--- config.mk ---
export PLATFORM = sky130hd
export DESIGN_NAME = alu_seq
export DESIGN_NICKNAME = d
export VERILOG_FILES = /design/src/rtl/alu_seq_pkg.sv /design/src/rtl/alu_seq_comb.sv /design/src/rtl/alu_seq.sv
export SDC_FILE = /design/constraint.sdc
export NUM_CORES = 1
export LEC_CHECK = 0
export ABC_AREA = 0
export BUFFER_PORTS_ARGS = -buffer_cell sky130_fd_sc_hd__buf_2
export CAP_MARGIN = 20
export CORE_UTILIZATION = 45
export DETAILED_ROUTE_END_ITERATION = 10
export GPL_TIMING_DRIVEN = 0
export PLACE_DENSITY = 0.73
export REMOVE_ABC_BUFFERS = 1
export SLEW_MARGIN = 20
export SYNTH_ARGS = -nofsm -noshare
export SYNTH_HDL_FRONTEND = slang
export SYNTH_SLANG_ARGS = --single-unit
--- constraint.sdc ---
create_clock -name clk -period 6.4 [get_ports clk]
set_clock_uncertainty 0.1 [all_clocks]
set_input_delay 1.6 -clock clk [delete_from_list [all_inputs] [get_ports clk]]
set_output_delay 1.6 -clock clk [all_outputs]
set_load 0.05 [all_outputs]
--- src/rtl/alu_seq_pkg.sv ---
// Shared types and helpers for the sequential ALU: opcode and FSM
// encodings plus the overflow-correct signed-compare helper.
package alu_seq_pkg;

   typedef enum logic [3:0] {
      OP_ADD  = 4'd0,
      OP_SUB  = 4'd1,
      OP_XOR  = 4'd2,
      OP_ANDN = 4'd3,
      OP_ROL  = 4'd4,
      OP_SLL  = 4'd5,
      OP_ROR  = 4'd6,
      OP_SRL  = 4'd7,
      OP_BTR  = 4'd8,
      OP_SEQ  = 4'd9,
      OP_SLT  = 4'd10,
      OP_SLE  = 4'd11,
      OP_SCO  = 4'd12,
      OP_LBI  = 4'd13,
      OP_SLBI = 4'd14,
      OP_MUL  = 4'd15
   } alu_op_e;

   typedef enum logic {
      IDLE = 1'b0,
      MUL  = 1'b1
   } alu_state_e;

   // Signed a < b from the sign bits and the msb of a-b. When the signs
   // differ the subtraction may overflow, so the sign of a decides;
   // otherwise the difference cannot overflow and its sign is exact.
   function automatic logic signed_lt(input logic a_msb,
                                      input logic b_msb,
                                      input logic diff_msb);
      return (a_msb != b_msb) ? a_msb : diff_msb;
   endfunction

endpackage

--- src/rtl/alu_seq_comb.sv ---
// Single-cycle ALU function of (op, a, b). MUL is handled by the
// iterative multiplier in the parent, so it yields zeros here.
module alu_seq_comb
   import alu_seq_pkg::*;
#(
   parameter int WIDTH = 16,
   parameter int SHW   = $clog2(WIDTH)
) (
   input  alu_op_e          op,
   input  logic [WIDTH-1:0] a,
   input  logic [WIDTH-1:0] b,
   output logic [WIDTH-1:0] result,
   output logic             cout,
   output logic             ofl
);

   logic [WIDTH:0]     add_sum;
   logic [WIDTH:0]     sub_sum;
   logic [SHW-1:0]     sh;
   logic [2*WIDTH-1:0] rol_full;
   logic [2*WIDTH-1:0] ror_full;
   logic [WIDTH-1:0]   btr;
   logic               add_ofl;
   logic               sub_ofl;
   logic               lt_flag;
   logic               eq_flag;

   // Subtraction is a + ~b + 1 so its carry is the "no borrow" flag.
   assign add_sum = {1'b0, a} + {1'b0, b};
   assign sub_sum = {1'b0, a} + {1'b0, ~b} + {{WIDTH{1'b0}}, 1'b1};

   // Rotates come from shifting a doubled copy of a: the half that
   // survives already has the wrapped-around bits in place.
   assign sh       = b[SHW-1:0];
   assign rol_full = {a, a} << sh;
   assign ror_full = {a, a} >> sh;

   generate
      for (genvar gi = 0; gi < WIDTH; gi++) begin : g_btr
         assign btr[gi] = a[WIDTH-1-gi];
      end
   endgenerate

   assign add_ofl = (a[WIDTH-1] == b[WIDTH-1]) && (add_sum[WIDTH-1] != a[WIDTH-1]);
   assign sub_ofl = (a[WIDTH-1] != b[WIDTH-1]) && (sub_sum[WIDTH-1] != a[WIDTH-1]);
   assign lt_flag = signed_lt(a[WIDTH-1], b[WIDTH-1], sub_sum[WIDTH-1]);
   assign eq_flag = (a == b);

   // Opcode decode; flags only come from ADD/SUB.
   always_comb begin
      result = '0;
      cout   = 1'b0;
      ofl    = 1'b0;
      case (op)
         OP_ADD: begin
            result = add_sum[WIDTH-1:0];
            cout   = add_sum[WIDTH];
            ofl    = add_ofl;
         end
         OP_SUB: begin
            result = sub_sum[WIDTH-1:0];
            cout   = sub_sum[WIDTH];
            ofl    = sub_ofl;
         end
         OP_XOR:  result = a ^ b;
         OP_ANDN: result = a & ~b;
         OP_ROL:  result = rol_full[2*WIDTH-1:WIDTH];
         OP_SLL:  result = a << sh;
         OP_ROR:  result = ror_full[WIDTH-1:0];
         OP_SRL:  result = a >> sh;
         OP_BTR:  result = btr;
         OP_SEQ:  result = {{(WIDTH-1){1'b0}}, eq_flag};
         OP_SLT:  result = {{(WIDTH-1){1'b0}}, lt_flag};
         OP_SLE:  result = {{(WIDTH-1){1'b0}}, lt_flag | eq_flag};
         OP_SCO:  result = {{(WIDTH-1){1'b0}}, add_sum[WIDTH]};
         OP_LBI:  result = b;
         OP_SLBI: result = {a[WIDTH/2-1:0], b[WIDTH/2-1:0]};
         default: result = '0;
      endcase
   end

endmodule

--- src/rtl/alu_seq.sv ---
// Handshaked ALU for the execute stage: single-cycle ops through
// alu_seq_comb, MUL through a WIDTH-cycle shift-add multiplier, and a
// registered valid/ready output stage.
module alu_seq
   import alu_seq_pkg::*;
#(
   parameter int WIDTH = 16,
   parameter int SHW   = $clog2(WIDTH)
) (
   input  logic             clk,
   input  logic             rst_n,
   input  logic             in_valid,
   output logic             in_ready,
   input  logic [3:0]       op,
   input  logic [WIDTH-1:0] a,
   input  logic [WIDTH-1:0] b,
   output logic             out_valid,
   input  logic             out_ready,
   output logic [WIDTH-1:0] result,
   output logic             cout,
   output logic             ofl
);

   localparam logic [SHW-1:0] CNT_LAST = SHW'(WIDTH - 1);

   alu_op_e          op_e;
   logic [WIDTH-1:0] comb_result;
   logic             comb_cout;
   logic             comb_ofl;
   logic             accept;
   logic [WIDTH-1:0] acc_sum;

   alu_state_e       state_q,     state_d;
   logic [WIDTH-1:0] mcand_q,     mcand_d;
   logic [WIDTH-1:0] mplier_q,    mplier_d;
   logic [WIDTH-1:0] acc_q,       acc_d;
   logic [SHW-1:0]   cnt_q,       cnt_d;
   logic             out_valid_q, out_valid_d;
   logic [WIDTH-1:0] result_q,    result_d;
   logic             cout_q,      cout_d;
   logic             ofl_q,       ofl_d;

   assign op_e = alu_op_e'(op);

   alu_seq_comb #(
      .WIDTH (WIDTH),
      .SHW   (SHW)
   ) u_comb (
      .op     (op_e),
      .a      (a),
      .b      (b),
      .result (comb_result),
      .cout   (comb_cout),
      .ofl    (comb_ofl)
   );

   // Output register may be refilled in the same cycle it is drained.
   assign in_ready  = (state_q == IDLE) && (!out_valid_q || out_ready);
   assign accept    = in_valid && in_ready;
   assign acc_sum   = acc_q + (mplier_q[0] ? mcand_q : '0);

   assign out_valid = out_valid_q;
   assign result    = result_q;
   assign cout      = cout_q;
   assign ofl       = ofl_q;

   // Next-state: handshake, op dispatch and one multiplier step per cycle.
   always_comb begin
      state_d     = state_q;
      mcand_d     = mcand_q;
      mplier_d    = mplier_q;
      acc_d       = acc_q;
      cnt_d       = cnt_q;
      out_valid_d = out_valid_q;
      result_d    = result_q;
      cout_d      = cout_q;
      ofl_d       = ofl_q;

      if (out_valid_q && out_ready) begin
         out_valid_d = 1'b0;
      end

      case (state_q)
         IDLE: begin
            if (accept) begin
               if (op_e == OP_MUL) begin
                  mcand_d  = a;
                  mplier_d = b;
                  acc_d    = '0;
                  cnt_d    = '0;
                  state_d  = MUL;
               end else begin
                  result_d    = comb_result;
                  cout_d      = comb_cout;
                  ofl_d       = comb_ofl;
                  out_valid_d = 1'b1;
               end
            end
         end
         MUL: begin
            acc_d    = acc_sum;
            mcand_d  = mcand_q << 1;
            mplier_d = mplier_q >> 1;
            cnt_d    = cnt_q + SHW'(1);
            if (cnt_q == CNT_LAST) begin
               result_d    = acc_sum;
               cout_d      = 1'b0;
               ofl_d       = 1'b0;
               out_valid_d = 1'b1;
               cnt_d       = '0;
               state_d     = IDLE;
            end
         end
         default: state_d = IDLE;
      endcase
   end

   // State and output registers with synchronous active-low reset.
   always_ff @(posedge clk) begin
      if (!rst_n) begin
         state_q     <= IDLE;
         mcand_q     <= '0;
         mplier_q    <= '0;
         acc_q       <= '0;
         cnt_q       <= '0;
         out_valid_q <= 1'b0;
         result_q    <= '0;
         cout_q      <= 1'b0;
         ofl_q       <= 1'b0;
      end else begin
         state_q     <= state_d;
         mcand_q     <= mcand_d;
         mplier_q    <= mplier_d;
         acc_q       <= acc_d;
         cnt_q       <= cnt_d;
         out_valid_q <= out_valid_d;
         result_q    <= result_d;
         cout_q      <= cout_d;
         ofl_q       <= ofl_d;
      end
   end

endmodule

[Word-level counts from Yosys, hierarchy flattened]
Index checks and enable logic that the tools add are counted.
Storage, ports and cells
  input bits: 40
  bits in registers: 72
  logic and storage cells: 96
Cells by class
  add/subtract/negate cells: 5
  equality and inequality tests: 25
  reductions and logical operators: 10
  multiplexer cells: 38
  shift operators: 4
  bitwise logic cells: 5
Operators by type and width (count)
  16-bit case mux with 15 select lines: 1
  16-bit 2-to-1 mux: 10
  16-bit case mux with 2 select lines: 4
  4-bit == test, second input constant: 9
  16-bit by 16-bit adder with 17-bit output: 2
  32-bit by 4-bit << shifter with 32-bit output: 1
  32-bit by 4-bit >> shifter with 16-bit output: 1
  17-bit by 1-bit adder with 17-bit output, second input constant: 1
  16-bit adder: 1
  16-bit AND: 1
  16-bit == test: 1
  4-bit by 3-bit == test with 1-bit output, second input constant: 4
  16-bit NOT: 1
  16-bit by 4-bit << shifter with 16-bit output: 1
  16-bit by 4-bit >> shifter with 16-bit output: 1
  16-bit XOR: 1
  1-bit 2-to-1 mux: 13
  4-bit 2-to-1 mux: 3
  1-bit case mux with 2 select lines: 6
  4-bit by 2-bit == test with 1-bit output, second input constant: 2
  4-bit case mux with 2 select lines: 1
  1-bit logical AND: 5
  4-bit by 1-bit adder with 4-bit output, second input constant: 1
  4-bit by 1-bit == test with 1-bit output, second input constant: 1
  11 further kinds: 15

[Depth between registers and ports, before layout]
  word-level depth: 9
  gate-level depth with buffers: 21

[Modules after synthesis]
A second synthesis with hierarchy kept.
Unflattened totals
  cells, all modules: 1087
  area total of the unflattened synthesis: 7918.8 um^2
By module, submodules not included
  alu_seq_comb: cells each 638, times used 1, area each 4267.8 um^2
  alu_seq: cells each 449, times used 1, area each 3651.0 um^2

[Worst setup path after synthesis]
OpenSTA, ideal clock, no wires.
  kind: input-to-reg
  from: input b[1]
  to: register result_q[15] (netlist: result[15])
  cell stages on the path: 21
  slack: 1.259 ns
  arrival: 4.924 ns
  data required time: 6.184 ns
  setup time: 0.116 ns
  cells stage by stage: buf_6 buf_6 buf_2 inv_1 ha_1 nor2b_1 o31a_1 nor2_1 o21a_1 nor2_1 o21ai_0 nand2b_1 a21o_1 fa_1 nand2_1 o21ai_0 a222oi_1 o221ai_1 a311oi_1 o211ai_1 o211a_1
On the way
  word-level cells in the longest chain between the ends: 7
  elaborated cells between the ends (all ways): 12
  those cells by class: add/sub (3); shift (4); mux (4); bitwise (1)
Ends and longest elaborated chain
  start, declared: line alu_seq.sv:16  | input logic [WIDTH-1:0] b,
  16-bit NOT: line alu_seq_comb.sv:30  | assign sub_sum = {1'b0, a} + {1'b0, ~b} + {{WIDTH{1'b0}}, 1'b1};
  16-bit by 16-bit adder with 17-bit output: line alu_seq_comb.sv:30
  17-bit by 1-bit adder with 17-bit output: line alu_seq_comb.sv:30
  16-bit case mux with 15 select lines *: line alu_seq_comb.sv:54  | case (op)
  16-bit 2-to-1 mux *: line alu_seq.sv:86  | if (op_e == OP_MUL) begin
  16-bit 2-to-1 mux *: line alu_seq.sv:85  | if (accept) begin
  16-bit case mux with 2 select lines *: line alu_seq.sv:83  | case (state_q)
  end signal, assigned: line alu_seq.sv:137  | result_q <= result_d;
  end, declared: line alu_seq.sv:39  | logic [WIDTH-1:0] result_q, result_d;
Mark *: on every way between the ends. The rest lies on a longest branch, timed or not. The select of a mux whose other input is x is not followed.
A chain may end at the register's enable or synchronous reset.

[Worst setup path after layout]
  from: input b[2]
  to: register result_q[15] (netlist: result[15])
Same word-level chain as after synthesis.

==> summary.md <==
| Metric | Value |
|---|---|
| Status | finished with violations |
| Failing checks | DRC |
| Worst endpoint required time | roughly 6.5 ns |
| Switching fraction of total power | 0.388 |
| Post-DP HPWL | 21.2 mm |
| Clock Tree Buf Depth | 2 |
| Final setup vio count | 0 |
| Proportion of layout cells with a drive suffix above 1 | 0.128 |
| Num CTS Buffers | 9 |
| DIE HEIGHT | 138 microns |
| Starting DRT DRC Count | slightly above 800 |
| CP Launch Type | input pin |
| Overall power | between 1 and 1.5 mW |
| Combinational power share | 0.357 |
| Sequential share of the synthesized area | 0.172 |
| Final min period | approximately 6.2 ns |
| Effective utilization at floorplan | 0.463 |
| Worst reg2reg endpoint | result[14] |
| Cell area after placement | 8580 sq um |
| Syn_area_per_cell | around 7.4 sq um |
| R2r setup slk | 2.86 ns |
| Clock-pin transition on the worst setup and hold timing paths | roughly 0.060 ns |
| Max Cap Violations | 0 |
| Clock latency on the worst-skew pair | about 0.35 ns |
| Crit. End Element | flop |
| Commonest non-fill, non-tap cell in the layout | nor2_1 |
| Layout Utilization | 0.491 |
| Setup crit start | b[2] |
| Min setup slack post-route | approximately 0.25 ns |
| Reg power frac | 0.314 |
| Most frequent cells in the layout | 171 x nor2_1, 105 x a21oi_1, 79 x nand2_1 |
| Crit Path Class | input pin to flop |
| Switching power | between 500 and 600 uW |
| Pins Over Slew Limit | 0 |
| VDD IR max | around 130 uV |
| Post-synth top area share | 0.172 |
| RSZ-0062 raised after global routing | false |
| CTS tree | built |
| Syn-to-layout area delta | 5.99% |
| Reg2reg start | mplier_q[0] |
| Main synth FF type | dfxtp_1 |
| Cells after synthesis | 1136 |
| Vias in the first global route | about 8200 |
| Clk pwr share | 0.329 |
| Post-layout nets | roughly 1200 |
| Critical Path Slowest Stage Cell | ha_1 |
| Total Routing Usage GR | 0.310 |
| TritonCTS Sinks | 72 |
| DRC viols | 6 |
| Largest net degree at the start of global routing | just under 80 |
| Rows | approximately 50 |
| ANT nets after route | 0 |
| IO Port Bufs | about 60 |
| Final WL | approximately 30 mm |
| Asr flop ratio synth | 0 |
| Final Cell Area | between 8000 and 9000 sq um |
| Die area | 19200 sq um |
| Max stage delay on crit path | between 0.5 and 0.6 ns |
| Hold-fix buffers, CTS | 0 |
| Synthesized flop and latch total | 72 |
| Reg2Reg Depth | 11 |
| Synth warn | 0 |
| First-pass GRT wire length | about 46 mm |
| Vias/cell | ~6.6 |
| Gr ovfl total | 0 |
| Drt wl/cell | roughly 22 microns |
| Cell internal pwr | about 920 uW |
| Number of flops mapped to enable cells by yosys | 0 |
| Post-CTS setup buffer count | 0 |
| Crit-path max FO | 42 |
| Worst slew margin | 0.252 |
| N_diodes | 0 |
| Core area | between 15000 and 20000 sq um |
| Vias | 8870 |
| Critical Path AT | approximately 6.3 ns |
| Area contributors post-synth | dfxtp_1 17%, mux2i_1 8.1%, nor2_1 7.7% |
| Pwr Density | roughly 170 nW/um^2 |
| Drt first pass iters | 8 |
| Synthesized area | 8380 sq um |
| Final worst path period share | 0.961 |
| Least-Margin Pin Slew | ~1.1 ns |
| Fillcell total | about 1800 |
| Final Hold Violating Endpoints | 0 |
| Type of the most critical hold path | flop to flop |
| Max H-tree Level | 3 |
| Root Driver | clkbuf_16 |
| Post-Place Setup Slack | -0.352 ns |
| Leak | 3.61 nW |
| Critical-path cell list | clkbuf_4 -> inv_2 -> ha_1 -> o21a_1 -> o31a_1 -> nor2_1 -> o21a_1 -> nor2_1 -> o21ai_0 -> nand2b_1 -> a21o_1 -> fa_1 -> nand2_1 -> o21ai_0 -> a222oi_1 -> o221ai_1 -> a311oi_1 -> o211ai_1 -> o211a_1 |
| Cell variety after synth | 89 |
| Dominant cell type by area after synthesis | dfxtp_1 |
| CP Capture Point | result[15] |
| IO Pins | 60 |
| Final RePlAce weighted congestion | 1.03 |
| Die width | roughly 140 microns |
| Antenna violations before repair | 0 |
| Max Clock Freq | about 160 MHz |
-- cells in the mapped netlist, types with 5 or more instances --
library cell  count
o21ai_0          64
nor3_1           17
o31ai_1           9
a22oi_1          11
and3_1            8
mux2_2           25
buf_4             7
nor2b_1          15
and2_1           25
clkbuf_1         52
a211oi_1         24
nand3_1          20
buf_2            22
a21o_1           10
nand4_1           8
o221ai_1          9
ha_1             49
inv_1            36
a221oi_1          9
o211ai_1         16
dfxtp_1          72
buf_1             8
nand2b_1         12
o22ai_1           5
mux2i_1          68
nor4_1            5
xnor2_1          11
xor2_1            9
mux4_2           14
nand2_1          79
a22o_1            5
o21a_1            8
a21oi_1         105
a31oi_1          19
or3_1             7
nor2_1          172
-- power by group through the flow --
stage / clock (mW) / combinational, mW / sequential, mW
CTS: 0.503 / 0.519 / 0.470
global route: 0.519 / 0.569 / 0.471
global placement: 0 / 0.509 / 0.482
finish: 0.493 / 0.534 / 0.470
floorplan: 0 / 0.293 / 0.517
detailed placement: 0 / 0.516 / 0.480
-- what timing repair did --
| item | CTS | global route |
|---|---|---|
| endpoints found under the setup margin | 1 | 1 |
| endpoints found under the hold margin | 0 | 0 |
| resized for setup | 1 | 2 |
| cloned | 0 | 0 |
-- metal layers --
metal | GRT usage | wire [microns] | part of all wire
met5 | 0 | 0 | 0
met4 | 0.147 | 1380 | 0.046
met2 | 0.500 | 13600 | 0.45
met1 | 0.401 | 12200 | 0.41
met3 | 0.0547 | 2670 | 0.089
-- worst min-delay path by stage --
stage,start,to,cells after the start
floorplan,acc_q[11],acc_q[11],2
CTS,acc_q[11],acc_q[11],2
global route,acc_q[6],acc_q[6],2
global placement,acc_q[11],acc_q[11],2
finish,acc_q[11],acc_q[11],2
detailed placement,acc_q[9],acc_q[9],2
-- per-stage QoR --
stage          std cells  TNS, ns  hold slack (ns)
2_1_floorplan       1043        0            0.341
3_3_place_gp        1331   -0.398            0.346
3_5_place_dp        1333   -0.352            0.354
4_1_cts             1349        0            0.364
5_1_grt             1349        0            0.388
6_report            1349        0            0.362
-- critical path, delay by kind of cell --
kind / cells / cell delay (ns)
adders and majority gates: 2 / 1.01
and+or+nand+nor: 4 / 0.38
AOI/OAI and AO/OA: 11 / 2.45
buffers and inverters: 2 / 0.82
-- state kept, by name, indices dropped and copies added, names as in the netlist --
signal	count
result	16
out_valid	1
cout	1
cnt_q	4
ofl	1
mplier_q	16
acc_q	16
state_q	1
mcand_q	16
-- layout make-up --
type | count | area (sq um) | area share
Timing Repair Buffer | 61 | 350 | 0.0395
Clock buffer | 10 | 239 | 0.0269
Tap cell | 229 | 287 | 0.0323
Sequential cell | 72 | 1450 | 0.163
Clock inverter | 6 | 50.0 | 0.00564
Inverter | 41 | 155 | 0.0175
Multi-Input combinational cell | 930 | 6350 | 0.715
-- cells by family after synthesis --
logic type | synth area share
AND/OR/NAND/NOR | 0.226
AO/OA/AOI/OAI | 0.275
buffers and inverters | 0.0701
multiplexers | 0.154
flip-flops | 0.172
adder cells (fa/ha/maj) | 0.0828
XOR/XNOR | 0.0209
Note: power is estimated with default switching activity, not from simulation.
